[src/rtl/addsub_acc_pipe_if.sv]
// Operand/result bundle for addsub_acc_pipe: producer drives master, the pipe takes slave.
// Port names mirror the block's pin list so generated datapaths can wire them directly.
interface addsub_acc_pipe_if #(
  parameter int WIDTH = 8
);
  logic [WIDTH-1:0] I0;
  logic [WIDTH-1:0] I1;
  logic [1:0]       OP;
  logic             CLR;
  logic             I_VALID;
  logic             I_READY;
  logic [WIDTH-1:0] O;
  logic             COUT;
  logic             OVF;
  logic             O_VALID;
  logic             O_READY;
  logic [WIDTH-1:0] ACC;

  modport master (
    output I0, I1, OP, CLR, I_VALID, O_READY,
    input  I_READY, O, COUT, OVF, O_VALID, ACC
  );

  modport slave (
    input  I0, I1, OP, CLR, I_VALID, O_READY,
    output I_READY, O, COUT, OVF, O_VALID, ACC
  );
endinterface

[src/rtl/addsub_acc_pipe.sv]
// WIDTH-bit add/sub/accumulate, 2-cycle latency, 1/cycle; whole pipe stalls on !O_READY, I_READY
// drops only when both stages are full. `define ADDSUB_ACC_SAT_EN for signed saturation on overflow.
module addsub_acc_pipe #(
  parameter int WIDTH = 8
) (
  input logic              CLK,
  input logic              ASYNCRESET,
  addsub_acc_pipe_if.slave bus
);

  logic             s1_valid_q, s1_valid_d;
  logic [WIDTH-1:0] s1_i0_q, s1_i0_d;
  logic [WIDTH-1:0] s1_i1_q, s1_i1_d;
  logic [1:0]       s1_op_q, s1_op_d;
  logic             s1_clr_q, s1_clr_d;
  logic             o_valid_q, o_valid_d;
  logic [WIDTH-1:0] o_q, o_d;
  logic             cout_q, cout_d;
  logic             ovf_q, ovf_d;
  logic [WIDTH-1:0] acc_q, acc_d;

  logic             adv, i_ready, accept, sub, ovf;
  logic [WIDTH-1:0] a_sel, x, y, y_eff, res;
  logic [WIDTH:0]   sum;

  always_comb begin
    adv     = !o_valid_q || bus.O_READY;
    i_ready = adv || !s1_valid_q;
    accept  = bus.I_VALID && i_ready;

    // ACC ops read the accumulator in stage 2, so consecutive ACC beats chain without a hazard.
    sub   = s1_op_q[0];
    a_sel = s1_clr_q ? '0 : acc_q;
    x     = s1_op_q[1] ? a_sel : s1_i0_q;
    y     = s1_op_q[1] ? s1_i0_q : s1_i1_q;
    y_eff = sub ? ~y : y;
    sum   = {1'b0, x} + {1'b0, y_eff} + {{WIDTH{1'b0}}, sub};
    ovf   = (x[WIDTH-1] == y_eff[WIDTH-1]) && (sum[WIDTH-1] != x[WIDTH-1]);
    res   = sum[WIDTH-1:0];
`ifdef ADDSUB_ACC_SAT_EN
    if (ovf) begin
      res = x[WIDTH-1] ? {1'b1, {(WIDTH-1){1'b0}}} : {1'b0, {(WIDTH-1){1'b1}}};
    end
`endif

    s1_valid_d = accept || (s1_valid_q && !adv);
    s1_i0_d    = s1_i0_q;
    s1_i1_d    = s1_i1_q;
    s1_op_d    = s1_op_q;
    s1_clr_d   = s1_clr_q;
    if (accept) begin
      s1_i0_d  = bus.I0;
      s1_i1_d  = bus.I1;
      s1_op_d  = bus.OP;
      s1_clr_d = bus.CLR;
    end

    o_valid_d = o_valid_q;
    o_d       = o_q;
    cout_d    = cout_q;
    ovf_d     = ovf_q;
    acc_d     = acc_q;
    if (adv) begin
      o_valid_d = s1_valid_q;
      if (s1_valid_q) begin
        o_d    = res;
        cout_d = sum[WIDTH];
        ovf_d  = ovf;
        if (s1_op_q[1]) begin
          acc_d = res;
        end else if (s1_clr_q) begin
          acc_d = '0;
        end
      end
    end
  end

  always_ff @(posedge CLK or posedge ASYNCRESET) begin
    if (ASYNCRESET) begin
      s1_valid_q <= 1'b0;
      s1_i0_q    <= '0;
      s1_i1_q    <= '0;
      s1_op_q    <= 2'b00;
      s1_clr_q   <= 1'b0;
      o_valid_q  <= 1'b0;
      o_q        <= '0;
      cout_q     <= 1'b0;
      ovf_q      <= 1'b0;
      acc_q      <= '0;
    end else begin
      s1_valid_q <= s1_valid_d;
      s1_i0_q    <= s1_i0_d;
      s1_i1_q    <= s1_i1_d;
      s1_op_q    <= s1_op_d;
      s1_clr_q   <= s1_clr_d;
      o_valid_q  <= o_valid_d;
      o_q        <= o_d;
      cout_q     <= cout_d;
      ovf_q      <= ovf_d;
      acc_q      <= acc_d;
    end
  end

  assign bus.I_READY = i_ready;
  assign bus.O       = o_q;
  assign bus.COUT    = cout_q;
  assign bus.OVF     = ovf_q;
  assign bus.O_VALID = o_valid_q;
  assign bus.ACC     = acc_q;

endmodule

[src/flat_wrapper.sv]
// flat-port wrapper written by rule: the top's interface ports become plain ports
module addsub_acc_pipe_flat 
#(
  parameter int WIDTH = 8
)
  (CLK, ASYNCRESET, bus_I0, bus_I1, bus_OP, bus_CLR, bus_I_VALID, bus_O_READY, bus_I_READY, bus_O, bus_COUT, bus_OVF, bus_O_VALID, bus_ACC);
  addsub_acc_pipe_if #(.WIDTH(WIDTH)) bus_i ();
  input logic CLK;
  input logic ASYNCRESET;
  input wire logic [$bits(bus_i.I0)-1:0] bus_I0;
  input wire logic [$bits(bus_i.I1)-1:0] bus_I1;
  input wire logic [$bits(bus_i.OP)-1:0] bus_OP;
  input wire logic [$bits(bus_i.CLR)-1:0] bus_CLR;
  input wire logic [$bits(bus_i.I_VALID)-1:0] bus_I_VALID;
  input wire logic [$bits(bus_i.O_READY)-1:0] bus_O_READY;
  output wire logic [$bits(bus_i.I_READY)-1:0] bus_I_READY;
  output wire logic [$bits(bus_i.O)-1:0] bus_O;
  output wire logic [$bits(bus_i.COUT)-1:0] bus_COUT;
  output wire logic [$bits(bus_i.OVF)-1:0] bus_OVF;
  output wire logic [$bits(bus_i.O_VALID)-1:0] bus_O_VALID;
  output wire logic [$bits(bus_i.ACC)-1:0] bus_ACC;
  assign bus_i.I0 = bus_I0;
  assign bus_i.I1 = bus_I1;
  assign bus_i.OP = bus_OP;
  assign bus_i.CLR = bus_CLR;
  assign bus_i.I_VALID = bus_I_VALID;
  assign bus_i.O_READY = bus_O_READY;
  assign bus_I_READY = bus_i.I_READY;
  assign bus_O = bus_i.O;
  assign bus_COUT = bus_i.COUT;
  assign bus_OVF = bus_i.OVF;
  assign bus_O_VALID = bus_i.O_VALID;
  assign bus_ACC = bus_i.ACC;
  addsub_acc_pipe #(.WIDTH(WIDTH)) u_core (.CLK(CLK), .ASYNCRESET(ASYNCRESET), .bus(bus_i));
endmodule
[config.mk]
export PLATFORM = sky130hd
export DESIGN_NAME = addsub_acc_pipe_flat
export DESIGN_NICKNAME = d
export VERILOG_FILES = /design/src/rtl/addsub_acc_pipe_if.sv /design/src/rtl/addsub_acc_pipe.sv /design/src/flat_wrapper.sv
export SDC_FILE = /design/constraint.sdc
export NUM_CORES = 1
export LEC_CHECK = 0
export ABC_AREA = 1
export BUFFER_PORTS_ARGS = -buffer_cell sky130_fd_sc_hd__buf_2
export CAP_MARGIN = 10
export CORE_MARGIN = 1.5
export CORE_UTILIZATION = 37
export CTS_CLUSTER_DIAMETER = 50
export DETAILED_ROUTE_END_ITERATION = 7
export PLACE_DENSITY_LB_ADDON = 0.25
export SLEW_MARGIN = 20
export SYNTH_ARGS = -nofsm -noshare
export SYNTH_HDL_FRONTEND = slang
export SYNTH_SLANG_ARGS = --single-unit
[constraint.sdc]
create_clock -name CLK -period 2.1 [get_ports CLK]
set_input_delay 0.42 -clock CLK [delete_from_list [all_inputs] [get_ports CLK]]
set_output_delay 0.42 -clock CLK [all_outputs]
set_load 0.005 [all_outputs]
Word-level counts from Yosys, hierarchy flattened:

Cells that the tools add are included.

* logic and storage cells: 30
* input port bits: 23
* bits in registers: 39
* output and inout port bits: 20

* bitwise operators: 1
* mux-type cells: 5
* reductions and logical operators: 10
* equality and inequality tests: 2
* add/subtract/negate cells: 2

Operators with widths (count)
* two-way mux 8 bit: 5
* adder 8 x 8 -> 9 bit: 1
* adder 9 x 1 -> 9 bit: 1
* NOT 8 bit: 1
* logical AND 1 bit: 3
* logical NOT 1 bit: 3
* logical OR 1 bit: 3
* AND reduction 2 bit: 1
* equality test 1 bit: 1
* inequality test 1 bit: 1

Longest topological paths before layout:

Gate-level depths: netlist of run 1.

* depth in word-level cells: 7
* gate-level depth with buffers: 16
* gate-level depth less buffers: 16

Worst setup path after synthesis of run 1:

Ideal clock, no wire load.

* kind: flip-flop to flip-flop
* start point: register u_core.s1_op_q[1]
* end point: register u_core.acc_q[7], in the netlist u_core.bus.ACC[7]
* data required time: 1.983 ns
* buffers on the path: 1
* arrival: 2.165 ns
* cell stages (with the launch flop): 15
* clock period less this slack: 2.282 ns
* slack: -0.182 ns
* cells stage by stage: dfrtp_1 -> inv_2 -> clkbuf_1 -> nand2_1 -> nand2_1 -> xor2_1 -> ha_1 -> a21oi_1 -> o21ai_0 -> a21oi_1 -> nand2_1 -> nand2_1 -> nand3_1 -> nand2_1 -> nand2_1

* word-level cells in the longest chain between the ends: 6

RTL lines
* from (decl): line addsub_acc_pipe.sv:14 `logic [1:0] s1_op_q, s1_op_d;`
* from (signal assigned): line addsub_acc_pipe.sv:94 `s1_op_q <= s1_op_d;`
* two-way mux 8 bit: line addsub_acc_pipe.sv:35 `y = s1_op_q[1] ? s1_i0_q : s1_i1_q;`
* NOT 8 bit: line addsub_acc_pipe.sv:36 `y_eff = sub ? ~y : y;`
* two-way mux 8 bit: line addsub_acc_pipe.sv:36
* adder 8 x 8 -> 9 bit: line addsub_acc_pipe.sv:37 `sum = {1'b0, x} + {1'b0, y_eff} + {{WIDTH{1'b0}}, sub};`
* adder 9 x 1 -> 9 bit: line addsub_acc_pipe.sv:37
* two-way mux 8 bit (*): line addsub_acc_pipe.sv:69 `if (s1_op_q[1]) begin`
* to (signal assigned): line addsub_acc_pipe.sv:89 `acc_q <= '0;`
* to (signal assigned): line addsub_acc_pipe.sv:100 `acc_q <= acc_d;`
* to (decl): line addsub_acc_pipe.sv:20 `logic [WIDTH-1:0] acc_q, acc_d;`

Every way passes the cells marked *; elsewhere a longest branch is shown, timed or not.
A chain may end at the register's enable or synchronous reset.

Worst setup path after layout of run 1:

* start point: register u_core.s1_op_q[1]
* end point: register u_core.acc_q[4], in the netlist u_core.bus.ACC[4]

Same word-level chain as after synthesis.

==> reports/qor.yml, run 1 <==
status:
  status: "complete, but fails checks"
  failed_checks: "negative setup slack"
timing:
  slew_viol_final: 0
  final_hold_viol_count: 0
  holdWs_ns: 0.230
  rsz0062_at_grt: "true"
  tightestPinTransition_ns: 0.469
  fmaxAchievable_mhz: 475
  fin_tns_setup_ns: -0.00467
  finalSetupViolations: 1
  relSlewSlack_pct: 68.8
  fin_ws_ns: -0.00467
  fin_crit_sh_pct: 100
  fin_crit_ns: 2.10
  fin_skew_ns: 0.00272
drt:
  wl_per_cell_um: 11.8
  via_per_inst: 4.67
  first_pass_iters: 4
  wl_met1_mm: 2.32
  ant_nets: 0
  wl_met3_um: 168
  drt_iter0_drc: 69
  via_count: 1865
  wl_mm: 4.69
  drc: 0
  met2WireLength_mm: 2.13
  routed.top_layer: "met4"
synthesis:
  synth.area.top_cells: "dfrtp_1, nand2_1, mux2_2"
  yosysSeqAreaShare_pct: 45.3
  synthDistinctLibCells: 23
  synth_common_cells: "nand2_1, dfrtp_1, a21oi_1, nand3_1, inv_1"
  synthArstFlopShare_pct: 100
  netlist.area_leader.share_pct: 45.3
  synth-edff-count: 0
  yosysWarnings: 0
  synthCells: 265
  syn_nets: 296
  ys.flop_type: "dfrtp_1"
  synth-seq-cells: 39
  yosys.area.top_type: "dfrtp_1"
  syn_avg_cell_area_um2: 8.13
  synth_area_um2: 2150
  synth.most_common_cell: "nand2_1"
global_route:
  grt_usage_pct: 16.0
  grt_pass1_vias: 1745
  grt_pass1_wl_mm: 7.87
  grt_start_max_net_pins: 40
  gr-total-overflow: 0
  antenna_found_initial: 0
layout:
  drive_gt1_share_pct: 30.9
  synthToLayoutAreaGrowth_pct: 26.7
  fin_cells: 399
  utilization_pct: 48.9
  design_area_um2: 2730
  antennaDiodeCount: 0
  final_nets: 357
critical_path:
  crit_family: "simple AND/OR/NAND/NOR gates"
  crit_top_cell: "nand3_1"
  cp.arrival_ns: 2.32
  slowest_stage: "dfrtp_1"
  path_cells: "buf_4 -> nand2_1 -> nand3_1 -> and2_4 -> fa_2 -> nand3_1 -> nand2_2 -> xnor2_1 -> or2_2 -> a21oi_2"
  path_buf_inv: 1
  critPathKind: "register to register"
  worstPathMaxFanout: 4
  critPathMaxStageDelay_ns: 0.43
  start_kind: "register"
  critPathRequiredTime_ns: 2.32
  end_kind: "register"
floorplan:
  core_um2: 5570
  die_h_um: 79.3
  row_count: 27
  ios: 43
  die-width_um: 79.3
  initial_core_util_pct: 38.6
  die_area_um2: 6290
power:
  p_sw_mw: 1.24
  ir_worst_vdd_v: 0.000430
  leakage_nw: 1.43
  power_mw: 3.20
  p_int_mw: 1.97
  combPwrFrac_pct: 46.9
  seq_power_share_pct: 35.8
  switching_share_pct: 38.6
  power_density_nw_per_um2: 1170
  power_frac_clock_pct: 17.3
placed_design:
  dpl_worst_slack_ns: -0.0721
  place_hpwl_mm: 3.54
  dpl_cell_area_um2: 2570
  gp_routability_congestion: 0.831
  port_buffers: 42
  dp_cells: 389
clocking:
  cts_root_buffer: "clkbuf_8"
  clock_sinks: 39
  clockBufferDepth: 2
  cts_buffers: 5
  cts_tree: "built"
  cts_hold_buf: 0
  cts.htree.levels: 2
  clock_latency_ns: 0.29
  clkTransAtPathRegs_ns: 0.07
hold_path:
  min_path_type: "input pin to async pin"
job:
  drv_cap: 0
## cell usage in the layout, fill, tap and decap left out, drive strengths merged
cell / count
a21oi: 21
a31oi: 4
and2: 1
buf: 65
clkbuf: 8
clkinvlp: 1
dfrtp: 39
fa: 1
ha: 7
inv: 18
mux2: 13
nand2: 89
nand3: 20
nand4: 2
nor2: 13
nor3: 1
o211ai: 1
o21ai: 12
or2: 1
xnor2: 2
xor2: 8
## layer usage
layer  vias to the layer above  global-route usage (%)
met4                         0                    5.79
li1                        985                       -
met3                         7                    2.53
met1                       838                    21.8
met2                        35                    25.7
met5                         -                       0
## power by group through the flow
stage	clock [mW]	sequential, mW	combinational, mW
floorplan	0	1.13	0.936
global placement	0	1.15	1.44
detailed placement	0	1.15	1.45
CTS	0.573	1.14	1.49
global route	0.596	1.17	1.73
finish	0.554	1.15	1.50
## tightest hold or removal path: stages
cell,delay (ns)
buf_2,0.10
inv_1,0.04
buf_4,0.40
## flip-flops by register name, indices dropped and copies added, names as in the netlist
| register | flops |
|---|---|
| u_core.bus.ACC | 8 |
| u_core.bus.O_VALID | 1 |
| u_core.bus.OVF | 1 |
| u_core.s1_i1_q | 8 |
| u_core.s1_i0_q | 8 |
| u_core.s1_valid_q | 1 |
| u_core.bus.COUT | 1 |
| u_core.s1_clr_q | 1 |
| u_core.s1_op_q | 2 |
| u_core.bus.O | 8 |
## cell type report
cell class                      count  area, um2
Sequential cell                    39        976
Multi-Input combinational cell    196       1100
Clock buffer                        8        100
Fill cell                         568       2850
Inverter                           19       77.6
Timing Repair Buffer               65        387
Tap cell                           72       90.1
## worst paths after layout
kind | end | cells after the start | startpoint | slack (ns)
min reg2reg | u_core.bus.O[1]$_DFFE_PP0P_ | 2 | u_core.bus.O[1]$_DFFE_PP0P_ | 0.48
min | u_core.s1_i1_q[5]$_DFFE_PP0P_ | 3 | ASYNCRESET | 0.23
max reg2reg | u_core.bus.ACC[4]$_DFFE_PP0P_ | 10 | u_core.s1_op_q[1]$_DFFE_PP0P_ | -0.005
max | u_core.bus.ACC[4]$_DFFE_PP0P_ | 10 | u_core.s1_op_q[1]$_DFFE_PP0P_ | -0.005
min in group CLK | u_core.s1_valid_q$_DFF_PP0_ | 3 | bus_I_VALID | 0.34
max in group asynchronous | u_core.s1_i1_q[0]$_DFFE_PP0P_ | 3 | ASYNCRESET | 1.54
## what timing repair did
action	CTS	global route
setup buffers	2	0
resized for setup	5	9
pin swaps	1	1
endpoints found under the setup margin	8	11
## logic make-up after synthesis
group / after synthesis / synth area share [%]
buffers and inverters: 30 / 5.35
AOI/OAI and AO/OA: 38 / 9.18
xor gates and xnor gates: 10 / 4.07
and+or+nand+nor: 127 / 24.3
adders and majority gates: 8 / 5.00
DFF: 39 / 45.3
muxes: 13 / 6.80
Power figures use the tool's default switching activity.
==> run 2: changes to the inputs <==
- SETUP_SLACK_MARGIN: not set -> 0.05
==> run 2 against run 1 <==
Compared with the run above:
- the run still ends with negative setup slack left
- highest routed layer unchanged
- sequential share of layout area decreased by 3.5 points
- worst hold slack worse by 0.0070 ns
- sequential cell count unchanged
- fmax fell by 3.7%
- die area is the same
- global-route usage rose by 0.98 points
- worst setup slack got worse by 0.080 ns
- sequential power hardly changed
==> reports/qor.yml, run 2 (synthesis gave the netlist of run 1 again) <==
clocking:
  cts.htree.levels: 2  # unchanged
  clock_latency_ns: 0.30  # about the same
  clock_sinks: 39  # unchanged
  cts_root_buffer: "clkbuf_8"
  cts_hold_buf: 0  # unchanged
  clkTransAtPathRegs_ns: 0.08  # about the same
  cts_tree: "built"
  cts_buffers: 5  # unchanged
  clockBufferDepth: 2  # unchanged
drt:
  via_per_inst: 4.92  # +5.2%
  via_count: 2007  # +7.6%
  first_pass_iters: 4  # unchanged
  wl_per_cell_um: 12.9  # +9.5%
  ant_nets: 0  # unchanged
  wl_mm: 5.25  # +12%
  drt_iter0_drc: 116  # +68%
  drc: 0  # unchanged
global_route:
  grt_pass1_wl_mm: 8.45  # +7.4%
  antenna_found_initial: 0  # unchanged
  grt_start_max_net_pins: 40  # unchanged
  grt_usage_pct: 17.0  # +0.98 points
  gr-total-overflow: 0  # unchanged
  grt_pass1_vias: 1889  # +8.3%
timing:
  final_hold_viol_count: 0  # unchanged
  finalSetupViolations: 6  # +5
  slew_viol_final: 0  # unchanged
  fin_skew_ns: 0.00796  # +0.00524 ns
  fin_tns_setup_ns: -0.291  # -0.286 ns
  fmaxAchievable_mhz: 458  # -3.7%
  fin_ws_ns: -0.0851  # -0.0804 ns
  tightestPinTransition_ns: 0.503  # +0.0342 ns
  rsz0062_at_grt: "true"
  fin_crit_sh_pct: 104  # +3.8 points
  relSlewSlack_pct: 66.5  # -2.3 points
  fin_crit_ns: 2.19  # +0.0804 ns
critical_path:
  crit_top_cell: "nand2_2"
  cp.arrival_ns: 2.38  # +0.06 ns
  critPathKind: "register to register"
  slowest_stage: "dfrtp_2"
  r2r_end: "u_core.bus.ACC[7]$_DFFE_PP0P_"
  start_kind: "register"
  r2r_slack_ns: -0.09  # -0.08 ns
  rr_startpoint: "u_core.s1_op_q[1]$_DFFE_PP0P_"
  worstPathMaxFanout: 6  # +2
  path_cells: "clkinvlp_4 -> buf_6 -> nand2_2 -> nand2_2 -> xor2_1 -> ha_1 -> buf_4 -> a21oi_4 -> nand2_4 -> nand2_2 -> nand3_1 -> nand2_1 -> nand2_1"
  end_kind: "register"
  worst-r2r-cell-count: 13  # +3
  critPathMaxStageDelay_ns: 0.47  # +0.04 ns
  critPathRequiredTime_ns: 2.30  # -0.02 ns
placed_design:
  place_hpwl_mm: 3.51  # -0.80%
  port_buffers: 42  # unchanged
  gp_routability_congestion: 0.883  # +6.3%
floorplan:
  initial_core_util_pct: 38.6  # unchanged
  die-width_um: 79.3  # unchanged
  die_h_um: 79.3  # unchanged
  die_area_um2: 6290  # unchanged
  ios: 43  # unchanged
  row_count: 27  # unchanged
  core_um2: 5570  # unchanged
power:
  power_density_nw_per_um2: 1230  # +4.5%
  power_mw: 3.72  # +16%
  leakage_nw: 1.55  # +8.0%
  ir_worst_vdd_v: 0.000524  # +22%
layout:
  final_nets: 366  # +2.5%
  nFillCells: 544  # -4.2%
  most-common-layout-cells: "nand2_1, buf_2, dfrtp_1"
  antennaDiodeCount: 0  # unchanged
  synthToLayoutAreaGrowth_pct: 40.6
  drive_gt1_share_pct: 43.8  # +13 points
  final_common_cell: "nand2_1"
status:
  failed_checks: "negative setup slack"
  status: "complete, but fails checks"
job:
  drv_cap: 0  # unchanged
hold_path:
  min_path_type: "input pin to async pin"
==> run 2: cell type report <==
cell class / count / area [um2] / share of cell area (%)
timing repair inverter: 1 / 7.51 / 0.248
sequential: 39 / 977 / 32.3
timing repair buffer: 73 / 465 / 15.4
clock inverter: 3 / 15.0 / 0.496
inverter: 19 / 73.8 / 2.44
clock buffer: 5 / 68.8 / 2.27
tap: 72 / 90.1 / 2.98
multi-input combinational: 196 / 1330 / 43.9
==> run 2: metal layers <==
| layer | share of wire [%] | track usage, % |
|---|---|---|
| met1 | 45 | 22.3 |
| met2 | 49 | 28.5 |
| met3 | 3.9 | 2.99 |
| met4 | 1.3 | 5.26 |
| met5 | 0 | 0 |
==> run 2: worst max path at each step <==
stage,start,to,slack (ns)
6_report,u_core.s1_op_q[1]$_DFFE_PP0P_,u_core.bus.ACC[7]$_DFFE_PP0P_,-0.09
5_1_grt,u_core.s1_op_q[1]$_DFFE_PP0P_,u_core.bus.ACC[6]$_DFFE_PP0P_,-0.24
4_1_cts,u_core.s1_op_q[1]$_DFFE_PP0P_,u_core.bus.ACC[7]$_DFFE_PP0P_,0.03
3_5_place_dp,u_core.s1_op_q[1]$_DFFE_PP0P_,u_core.bus.ACC[4]$_DFFE_PP0P_,-0.12
3_3_place_gp,u_core.s1_op_q[1]$_DFFE_PP0P_,u_core.bus.ACC[4]$_DFFE_PP0P_,-0.02
2_1_floorplan,u_core.s1_op_q[1]$_DFFE_PP0P_,u_core.bus.ACC[7]$_DFFE_PP0P_,0.006
==> run 2: worst max-delay path, delay by kind of cell (launching register included) <==
family | cells | cell delay, ns
flops | 1 | 0.47
xor+xnor | 1 | 0.16
simple gates | 7 | 0.40
buf+inv | 3 | 0.53
fa+ha+maj | 1 | 0.35
compound gates | 1 | 0.18
==> run 2: what timing repair did <==
action / 4_1_cts / 5_1_grt
endpoints found under the setup margin: 8 / 12
cloned: 1 / 0
resized for setup: 35 / 35
pin swaps: 20 / 17
buffers inserted: 9 / 3
==> run 2: per-stage QoR <==
step,std cells,utilization (%),setup WS (ns),hold slack (ns),area [um2]
global placement,388,46.0,-0.0215,0.460,2570
floorplan,265,-,0.00560,0.472,2170
detailed placement,388,46.0,-0.119,0.462,2570
finish,408,54.3,-0.0851,0.223,3030
global route,408,54.3,-0.238,0.286,3030
CTS,406,51.2,0.0266,0.254,2850
==> run 2: report_power, final <==
part           switching (mW)  internal [mW]  leakage [nW]
clock                   0.273          0.227        0.0477
sequential              0.165          0.975         0.460
combinational            1.09          0.989          1.04
